### src/rtl/usb_msg_streamer_pkg.sv
// Shared FSM state encoding, ASCII constants and sizing helpers for the message streamer.
package usb_msg_streamer_pkg;

  typedef enum logic [2:0] {
    ST_IDLE,
    ST_FETCH,
    ST_CHECK,
    ST_SEND,
    ST_GAP,
    ST_FIN
  } state_t;

  localparam logic [7:0] ASCII_NUL = 8'h00;
  localparam logic [7:0] ASCII_LF  = 8'h0A;
  localparam logic [7:0] ASCII_CR  = 8'h0D;

  // A single slot still needs a 1-bit select so the port never collapses to zero width.
  function automatic int unsigned sel_width(input int unsigned n);
    return (n > 1) ? $clog2(n) : 1;
  endfunction

endpackage

### src/rtl/usb_msg_streamer_if.sv
// Byte-write handshake towards usb_uart: one-cycle write strobe plus data, throttled by uart_wait.
interface usb_msg_streamer_if;
  logic       uart_we;
  logic [7:0] uart_di;
  logic       uart_wait;

  modport master (output uart_we, output uart_di, input uart_wait);
  modport slave  (input uart_we, input uart_di, output uart_wait);
endinterface

### src/rtl/usb_msg_streamer_rom.sv
// Constant byte ROM holding all message slots, slot-major; one-cycle registered read,
// kept registered so the store can be mapped onto block RAM. No backpressure.
module usb_msg_streamer_rom #(
  parameter int unsigned          DEPTH = 128,
  parameter int unsigned          AW    = 7,
  parameter logic [DEPTH*8-1:0]   INIT  = '0
) (
  input  logic          clk,
  input  logic [AW-1:0] addr,
  output logic [7:0]    rd_data
);

  always_ff @(posedge clk) begin
    rd_data <= INIT[{addr, 3'b000} +: 8];
  end

endmodule

### src/rtl/usb_msg_streamer.sv
// Streams one NUL-terminated ROM string per trigger or period tick into usb_uart, LF -> CR LF.
// Four cycles minimum per byte; SEND stalls while uart_wait is high; starts while busy are dropped.
module usb_msg_streamer
  import usb_msg_streamer_pkg::*;
#(
  parameter int unsigned                     NUM_MSGS      = 4,
  parameter int unsigned                     SLOT_LEN      = 32,
  parameter int unsigned                     PERIOD_CYCLES = 48000000,
  parameter bit                              CRLF_EXPAND   = 1'b1,
  parameter logic [NUM_MSGS*SLOT_LEN*8-1:0]  MSG_INIT      = '0
) (
  input  logic                               clk_48mhz,
  input  logic                               resetn,
  input  logic                               mode,
  input  logic                               trigger,
  input  logic [sel_width(NUM_MSGS)-1:0]     msg_sel,
  usb_msg_streamer_if.master                 uart,
  output logic                               busy,
  output logic                               done,
  output logic [15:0]                        sent_count
);

  localparam int unsigned SEL_W  = sel_width(NUM_MSGS);
  localparam int unsigned SLOT_W = $clog2(SLOT_LEN);
  localparam int unsigned IDX_W  = SLOT_W + 1;
  localparam int unsigned DEPTH  = NUM_MSGS * SLOT_LEN;
  localparam int unsigned ROM_AW = $clog2(DEPTH);
  localparam int unsigned PCNT_W = $clog2(PERIOD_CYCLES);

  state_t              state;
  logic [SEL_W-1:0]    sel;
  logic [SEL_W-1:0]    rr_idx;
  logic [SEL_W-1:0]    rr_next;
  logic [SEL_W-1:0]    trig_sel;
  logic [IDX_W-1:0]    idx;
  logic                cr_pending;
  logic [7:0]          tx_byte;
  logic [PCNT_W-1:0]   period_cnt;
  logic                tick;
  logic [ROM_AW-1:0]   rom_addr;
  logic [7:0]          rom_byte;

  assign tick     = (32'(period_cnt) == PERIOD_CYCLES - 1);
  assign trig_sel = (32'(msg_sel) >= NUM_MSGS) ? SEL_W'(NUM_MSGS - 1) : msg_sel;
  assign rr_next  = (32'(rr_idx) == NUM_MSGS - 1) ? '0 : rr_idx + SEL_W'(1);

  // idx == SLOT_LEN aliases onto byte 0 of the slot; CHECK terminates before that byte is used.
  assign rom_addr = ROM_AW'(32'(sel) * SLOT_LEN + 32'(idx[SLOT_W-1:0]));

  usb_msg_streamer_rom #(
    .DEPTH (DEPTH),
    .AW    (ROM_AW),
    .INIT  (MSG_INIT)
  ) u_rom (
    .clk     (clk_48mhz),
    .addr    (rom_addr),
    .rd_data (rom_byte)
  );

  always_ff @(posedge clk_48mhz) begin
    if (!resetn) begin
      period_cnt <= '0;
    end else if (tick) begin
      period_cnt <= '0;
    end else begin
      period_cnt <= period_cnt + PCNT_W'(1);
    end
  end

  always_ff @(posedge clk_48mhz) begin
    if (!resetn) begin
      state        <= ST_IDLE;
      sel          <= '0;
      rr_idx       <= '0;
      idx          <= '0;
      cr_pending   <= 1'b0;
      tx_byte      <= '0;
      uart.uart_we <= 1'b0;
      uart.uart_di <= '0;
      busy         <= 1'b0;
      done         <= 1'b0;
      sent_count   <= '0;
    end else begin
      done <= 1'b0;
      case (state)
        ST_IDLE: begin
          if ((!mode && trigger) || (mode && tick)) begin
            sel        <= mode ? rr_idx : trig_sel;
            if (mode) begin
              rr_idx <= rr_next;
            end
            idx        <= '0;
            cr_pending <= 1'b0;
            busy       <= 1'b1;
            state      <= ST_FETCH;
          end
        end
        ST_FETCH: begin
          state <= ST_CHECK;
        end
        ST_CHECK: begin
          if (32'(idx) == SLOT_LEN || rom_byte == ASCII_NUL) begin
            state <= ST_FIN;
          end else begin
            // A LF is visited twice: first pass emits CR and parks idx, second emits the LF.
            if (CRLF_EXPAND && rom_byte == ASCII_LF && !cr_pending) begin
              tx_byte    <= ASCII_CR;
              cr_pending <= 1'b1;
            end else begin
              tx_byte    <= rom_byte;
              cr_pending <= 1'b0;
            end
            state <= ST_SEND;
          end
        end
        ST_SEND: begin
          if (!uart.uart_wait) begin
            uart.uart_we <= 1'b1;
            uart.uart_di <= tx_byte;
            state        <= ST_GAP;
          end
        end
        ST_GAP: begin
          uart.uart_we <= 1'b0;
          if (!cr_pending) begin
            idx <= idx + IDX_W'(1);
          end
          state <= ST_FETCH;
        end
        ST_FIN: begin
          done       <= 1'b1;
          busy       <= 1'b0;
          sent_count <= sent_count + 16'd1;
          state      <= ST_IDLE;
        end
        default: begin
          state <= ST_IDLE;
        end
      endcase
    end
  end

endmodule
### src/flat_wrapper.sv
// flat-port wrapper written by rule: the top's interface ports become plain ports
module usb_msg_streamer_flat import usb_msg_streamer_pkg::*;
#(
  parameter int unsigned                     NUM_MSGS      = 4,
  parameter int unsigned                     SLOT_LEN      = 32,
  parameter int unsigned                     PERIOD_CYCLES = 48000000,
  parameter bit                              CRLF_EXPAND   = 1'b1,
  parameter logic [NUM_MSGS*SLOT_LEN*8-1:0]  MSG_INIT      = '0
)
  (clk_48mhz, resetn, mode, trigger, msg_sel, busy, done, sent_count, uart_uart_we, uart_uart_di, uart_uart_wait);
  usb_msg_streamer_if uart_i ();
  input  logic clk_48mhz;
  input  logic resetn;
  input  logic mode;
  input  logic trigger;
  input  logic [sel_width(NUM_MSGS)-1:0] msg_sel;
  output logic busy;
  output logic done;
  output logic [15:0] sent_count;
  output wire logic [$bits(uart_i.uart_we)-1:0] uart_uart_we;
  output wire logic [$bits(uart_i.uart_di)-1:0] uart_uart_di;
  input wire logic [$bits(uart_i.uart_wait)-1:0] uart_uart_wait;
  assign uart_uart_we = uart_i.uart_we;
  assign uart_uart_di = uart_i.uart_di;
  assign uart_i.uart_wait = uart_uart_wait;
  usb_msg_streamer #(.NUM_MSGS(NUM_MSGS), .SLOT_LEN(SLOT_LEN), .PERIOD_CYCLES(PERIOD_CYCLES), .CRLF_EXPAND(CRLF_EXPAND), .MSG_INIT(MSG_INIT)) u_core (.clk_48mhz(clk_48mhz), .resetn(resetn), .mode(mode), .trigger(trigger), .msg_sel(msg_sel), .uart(uart_i), .busy(busy), .done(done), .sent_count(sent_count));
endmodule
### config.mk
export PLATFORM = sky130hd
export DESIGN_NAME = usb_msg_streamer_flat
export DESIGN_NICKNAME = d
export VERILOG_FILES = /design/src/rtl/usb_msg_streamer_pkg.sv /design/src/rtl/usb_msg_streamer_if.sv /design/src/rtl/usb_msg_streamer_rom.sv /design/src/rtl/usb_msg_streamer.sv /design/src/flat_wrapper.sv
export SDC_FILE = /design/constraint.sdc
export NUM_CORES = 1
export LEC_CHECK = 0
export BUFFER_PORTS_ARGS = -buffer_cell sky130_fd_sc_hd__clkbuf_2
export CAP_MARGIN = 0
export CORE_MARGIN = 3
export CORE_UTILIZATION = 51
export DETAILED_ROUTE_END_ITERATION = 8
export GPL_TIMING_DRIVEN = 0
export PLACE_DENSITY = 0.73
export REMOVE_ABC_BUFFERS = 1
export SLEW_MARGIN = 20
export SYNTH_ARGS = -nofsm -noshare
export SYNTH_HDL_FRONTEND = slang
export SYNTH_SLANG_ARGS = --single-unit
export TNS_END_PERCENT = 100
### constraint.sdc
create_clock -name clk_48mhz -period 1.65 [get_ports clk_48mhz]
set_clock_uncertainty 0.05 [all_clocks]
set_input_delay 0.2475 -clock clk_48mhz [delete_from_list [all_inputs] [get_ports clk_48mhz]]
set_output_delay 0.2475 -clock clk_48mhz [all_outputs]
set_load 0.05 [all_outputs]
After elaboration in Yosys (flattened, before gate mapping)
Cells that the tools add are included.

word-level totals
  memories = 0
  flip-flop bits (word level) = 83
  bits in latches = 0
  memory bits (read-only) = 0
  input bits = 7
  output and inout bits = 27
  RAM bits = 0
  logic and storage cells = 77

operators by class
  shift operators = 1
  add/subtract/negate cells = 5
  reductions and logical operators = 23
  bitwise gates (word level) = 3
  $mul = 0
  equal/unequal tests = 13
  div/mod/pow operators = 0
  multiplexer cells = 19
  magnitude comparators = 0

operators by type and width
  operator                                                       count
  indexed part select 1024 x 11 -> 8 bit (first input constant)  1
  adder 26 x 1 -> 26 bit (second input constant)                 1
  == test 26 bit (second input constant)                         1
  adder 16 x 1 -> 16 bit (second input constant)                 1
  one-hot mux 3 bit (5 select lines)                             1
  2-to-1 mux 6 bit                                               2
  one-hot mux 6 bit (2 select lines)                             1
  AND reduction 2 bit                                            6
  2-to-1 mux 3 bit                                               3
  AND reduction 3 bit                                            3
  == test 8 x 4 -> 1 bit (second input constant)                 1
  logical NOT 8 bit                                              1
  2-to-1 mux 8 bit                                               1
  nonzero test 2 bit                                             4
  adder 7 x 5 -> 7 bit                                           1
  adder 6 x 1 -> 6 bit (second input constant)                   1
  == test 3 x 2 -> 1 bit (second input constant)                 2
  == test 3 bit (second input constant)                          2
  == test 6 bit (second input constant)                          1
  2-to-1 mux 1 bit                                               6
  != test 2 bit (second input constant)                          3
  one-hot mux 1 bit (2 select lines)                             3
  2-to-1 mux 2 bit                                               2
  == test 3 x 1 -> 1 bit (second input constant)                 1
  other kinds (9)                                                15

Longest topological paths before layout
  depth in word-level cells = 5
  depth in mapped cells = 6
  depth with buffers taken out = 5

Hierarchy
From an unflattened synthesis, not the netlist that was laid out.

second synthesis, totals
  cell total of the unflattened synthesis = 378
  area total of the unflattened synthesis = 3380.7 µm²

modules (own cells, without submodules)
  module                sequential area each (µm²)  instances  cells each  area each (µm²)
  usb_msg_streamer      1501.4                      1          369         3316.9
  usb_msg_streamer_rom  0.0                         1          9           63.8

Worst setup path before layout
OpenSTA, ideal clock, no wires.

  kind = reg2reg
  start = register u_core.sent_count[0]
  end = register u_core.sent_count[14]
  clock period less this slack = 1.974 ns
  data required time = 1.484 ns
  data arrival time = 1.808 ns
  cell stages (with the launch flop) = 6
  setup time = 0.116 ns
  path buffers = 0
  slack = -0.324 ns
  cells stage by stage = dfxtp_1 > ha_1 > nand2_1 > nor4_1 > a21oi_1 > a31o_2

between the ends
  word-level cells in the longest chain between the ends = 1

RTL lines
  item                    RTL line                 text
  from (decl)             usb_msg_streamer.sv:20   output logic [15:0] sent_count
  from (signal assigned)  usb_msg_streamer.sv:133  sent_count <= sent_count + 16'd1;
  adder 16 x 1 -> 16 bit  usb_msg_streamer.sv:133

No other way between the ends.
A chain may end at the register's enable or synchronous reset.

Worst setup path in the final report
  start = register u_core.period_cnt[0]
  end = register u_core.period_cnt[12]

between the ends
  word-level cells in the longest chain between the ends = 2
  elaborated cells between the ends (all ways) = 3
  classes of those cells = add/sub: 1; eq/ne: 1; reduce/logical: 1

RTL lines
  item                                                                            RTL line                text
  from (decl)                                                                     usb_msg_streamer.sv:38  logic [PCNT_W-1:0] period_cnt;
  from (signal assigned)                                                          usb_msg_streamer.sv:66  period_cnt <= period_cnt + PCNT_W'(1);
  parallel branches: the longest is 2 deep, another holds adder 26 x 1 -> 26 bit  n/a

Parallel ways; which one is timed is not known.

==> summary.md <==
| Metric | Value |
|---|---|
| WL final | `5040 um` |
| R2r startpoint | `u_core.period_cnt[0]` |
| Antenna diodes | `0` |
| DR vias | `2048` |
| Worst skew pair latency | `0.30 ns` |
| Drt pass-1 iters | `4` |
| Critical Path Start Type | `register` |
| Share of layout cells above drive strength 1 | `0.3498` |
| Post-Synth XOR/XNOR Area | `0.07232` |
| DP Wirelength | `3110 um` |
| Post-synthesis compound-gate area fraction | `0.1142` |
| Synth top area share | `0.4176` |
| Mapped Area | `2301 sq um` |
| Gr usage total | `0.1982` |
| Part of the cycle the worst path needs | `1.019` |
| Initial DRC Count | `99` |
| Initial Utilization | `0.5514` |
| Htree depth | `2` |
| Post-synth top area cell | `dfxtp_1` |
| Synth Area in Adders | `0.01088` |
| Clk buf depth | `2` |
| CTS tree | `built` |
| Yosys cell types | `49` |
| Minimum clock period | `1.681 ns` |
| Post-Synth Simple-Gate Area | `0.3078` |
| Pin count of the biggest net entering global routing | `23` |
| Hold Slack | `0.1008 ns` |
| Sink Count | `48` |
| Setup CP Type | `register to register` |
| Largest family of logic cells by synthesized area | `simple AND/OR/NAND/NOR gates` |
| Fmax | `595.0 MHz` |
| Seq/Total Area, Yosys | `0.4176` |
| Multi-input gate area | `1396 sq um` |
| PD cells | `766.1 nW/um^2` |
| GR Overflow Total | `0` |
| Max-cap viol count | `0` |
| Die height | `73.17 um` |
| Setup WS post-layout | `-0.03055 ns` |
| DP Area | `2394 sq um` |
| Area Growth Syn to Fin | `24.52%` |
| Pre-CTS setup slack | `-0.4802 ns` |
| P_leak | `1.072 nW` |
| Max IR drop VDD | `0.5322 mV` |
| Port Buffers | `23` |
| Cell count after synthesis | `266` |
| Vias per inst | `5.802` |
| Root buffer selected by CTS | `clkbuf_8` |
| Outcome | `complete, but fails checks` |
| Clock transition at path regs | `0.09 ns` |
| Register Area | `997.2 sq um` |
| Reg2reg path depth | `5` |
| Syn_area_per_cell | `8.650 sq um` |
| Final Setup Violations | `5` |
| Least-Margin Pin Slew | `0.6938 ns` |
| RSZ-0062 raised after global routing | `yes` |
| Yosys warns | `0` |
| CP endpoint kind | `register` |
| CTS Hold Bufs | `0` |
| FP Rows | `23` |
| CP max FO | `4` |
| Min-Delay Path Class | `input pin to register` |
| Overall Power | `2.195 mW` |
| Critical Path AT | `1.85 ns` |
| Core Area | `4173 sq um` |
| Initial antenna violation count | `0` |
| Violated checks | `setup timing` |
| Cell area after layout | `2865 sq um` |
| Final GP Congestion | `0.7781` |
| Die width | `73.17 um` |
| Slew margin rel. | `0.5370` |
| Top Ports | `34` |
| Routed Antenna Nets | `0` |
| Hold Fails Final Rpt | `0` |
| # nets final | `311` |
| Worst hold path depth | `2` |
| Synth area leaders | `dfxtp_1, nor2_1, xnor2_1` |
| DR WL/cell | `14.28 um` |
| Vias in the first global route | `1892` |
| Num CTS Buffers | `5` |
| Crit. Startpoint | `u_core.period_cnt[0]` |
| Drt drc | `0` |
| Req. time, crit path | `1.82 ns` |
| First-pass GRT wire length | `8459 um` |
| Fill count | `329` |
| Die ar. | `5354 sq um` |
| Mux cell area share after synthesis | `0.01740` |
| HP Start | `uart_uart_wait` |
| Seq cells post-synth | `48` |
| Final Slew Violations | `0` |
[worst max-delay path, stage by stage (launching register included)]
cell and delay (ns):
dfxtp_4 0.37, ha_4 0.16, nand4_4 0.09, or3_4 0.42
or4_1 0.40, a21oi_1 0.12
[state kept, by name (all words and copies together) (netlist names)]
name / cells
u_core.done: 1
u_core.busy: 1
u_core.period_cnt: 26
u_core.uart.uart_we: 1
u_core.sent_count: 16
u_core.state: 3
[where the power goes]
part	internal, mW	total [mW]	leakage, nW	switching, mW
clock network	0.496	0.888	0.0614	0.392
registers	1.16	1.18	0.398	0.0175
logic	0.0355	0.127	0.612	0.0913
total	1.69	2.20	1.07	0.501
[cell usage after synthesis, drive strengths merged]
master,instances
conb,1
xor2,8
clkbuf,9
or4,8
nor4,4
o31ai,7
o21ba,1
o21ai,7
nand2,22
nor2,29
xnor2,11
nand3,14
o21a,2
ha,2
nand3b,1
a31oi,2
dfxtp,48
buf,10
and3b,1
a221o,1
and3,5
and4,7
or3,7
nand4b,1
nand2b,3
nand4,10
nor2b,1
and4b,2
a21o,1
mux2i,4
nor4b,2
nor3,5
a21oi,19
a31o,1
o22ai,1
a21bo,1
and2,2
inv,6
[cell usage in the layout (no fill, tap or decap), types with 2 or more instances in the layout]
master / count
nor2_1: 29
dfxtp_1: 29
clkbuf_2: 23
nand2_1: 22
buf_4: 14
dfxtp_2: 14
a21oi_1: 13
nand3_1: 11
xnor2_1: 11
nand4_1: 9
xor2_1: 8
conb_1: 8
o31ai_1: 7
o21ai_0: 7
inv_1: 6
or4_4: 6
a21oi_2: 6
clkbuf_8: 6
dfxtp_4: 5
mux2i_1: 4
nor3_1: 4
buf_6: 4
and4_4: 3
nand2b_1: 3
and4_1: 3
or3_1: 3
or3_4: 3
nand3_4: 2
nor4_4: 2
nor4_1: 2
a31oi_1: 2
and3_1: 2
and3_4: 2
o21a_1: 2
and2_1: 2
or4_1: 2
ha_4: 2
[layer usage]
metal | GRT usage | vias up | part of all wire
met5 | 0 | - | 0
met4 | 0.07992 | 0 | 0.017
met3 | 0.04408 | 11 | 0.044
met2 | 0.3217 | 52 | 0.50
met1 | 0.2534 | 970 | 0.43
li1 | - | 1015 | -
[final timing paths]
check / endpoint / slack, ns
worst max-delay path: u_core.period_cnt[12] / -0.03
worst min-delay path: u_core.state[2] / 0.10
worst max register to register: u_core.period_cnt[12] / -0.03
worst min register to register: u_core.sent_count[15] / 0.42
[layout make-up]
class	count	share of cell area
multi-input cells	200	0.4873
clock buffers	6	0.02882
clock inverters	2	0.01354
repair buffers	41	0.09258
well taps	50	0.02183
inverters	6	0.007860
flip-flops and latches	48	0.3480
[through the flow]
stage | TNS, ns | std cells | util
after detailed placement | -9.415 | 327 | 0.5736
after CTS | -0.03762 | 350 | 0.6564
after global routing | -0.4976 | 353 | 0.6867
after global placement | -7.991 | 327 | 0.5736
after floorplan | -2.067 | 254 | -
final | -0.1283 | 353 | 0.6867
[cells by family after synthesis]
| kind of cell | after synthesis |
|---|---|
| AO/OA/AOI/OAI | 43 |
| XOR/XNOR | 19 |
| adder cells (fa/ha/maj) | 2 |
| buffers and inverters | 25 |
| flip-flops | 48 |
| multiplexers | 4 |
| other | 1 |
| AND/OR/NAND/NOR | 124 |
[timing repair]
action | 4_1_cts | 5_1_grt
setup buffers | 14 | 4
resized for setup | 33 | 33
pin swaps | 14 | 14
endpoints found under the setup margin | 28 | 18
gates cloned | 1 | 0
endpoints found under the hold margin | 0 | 0
(Power assumes the default switching activity.)
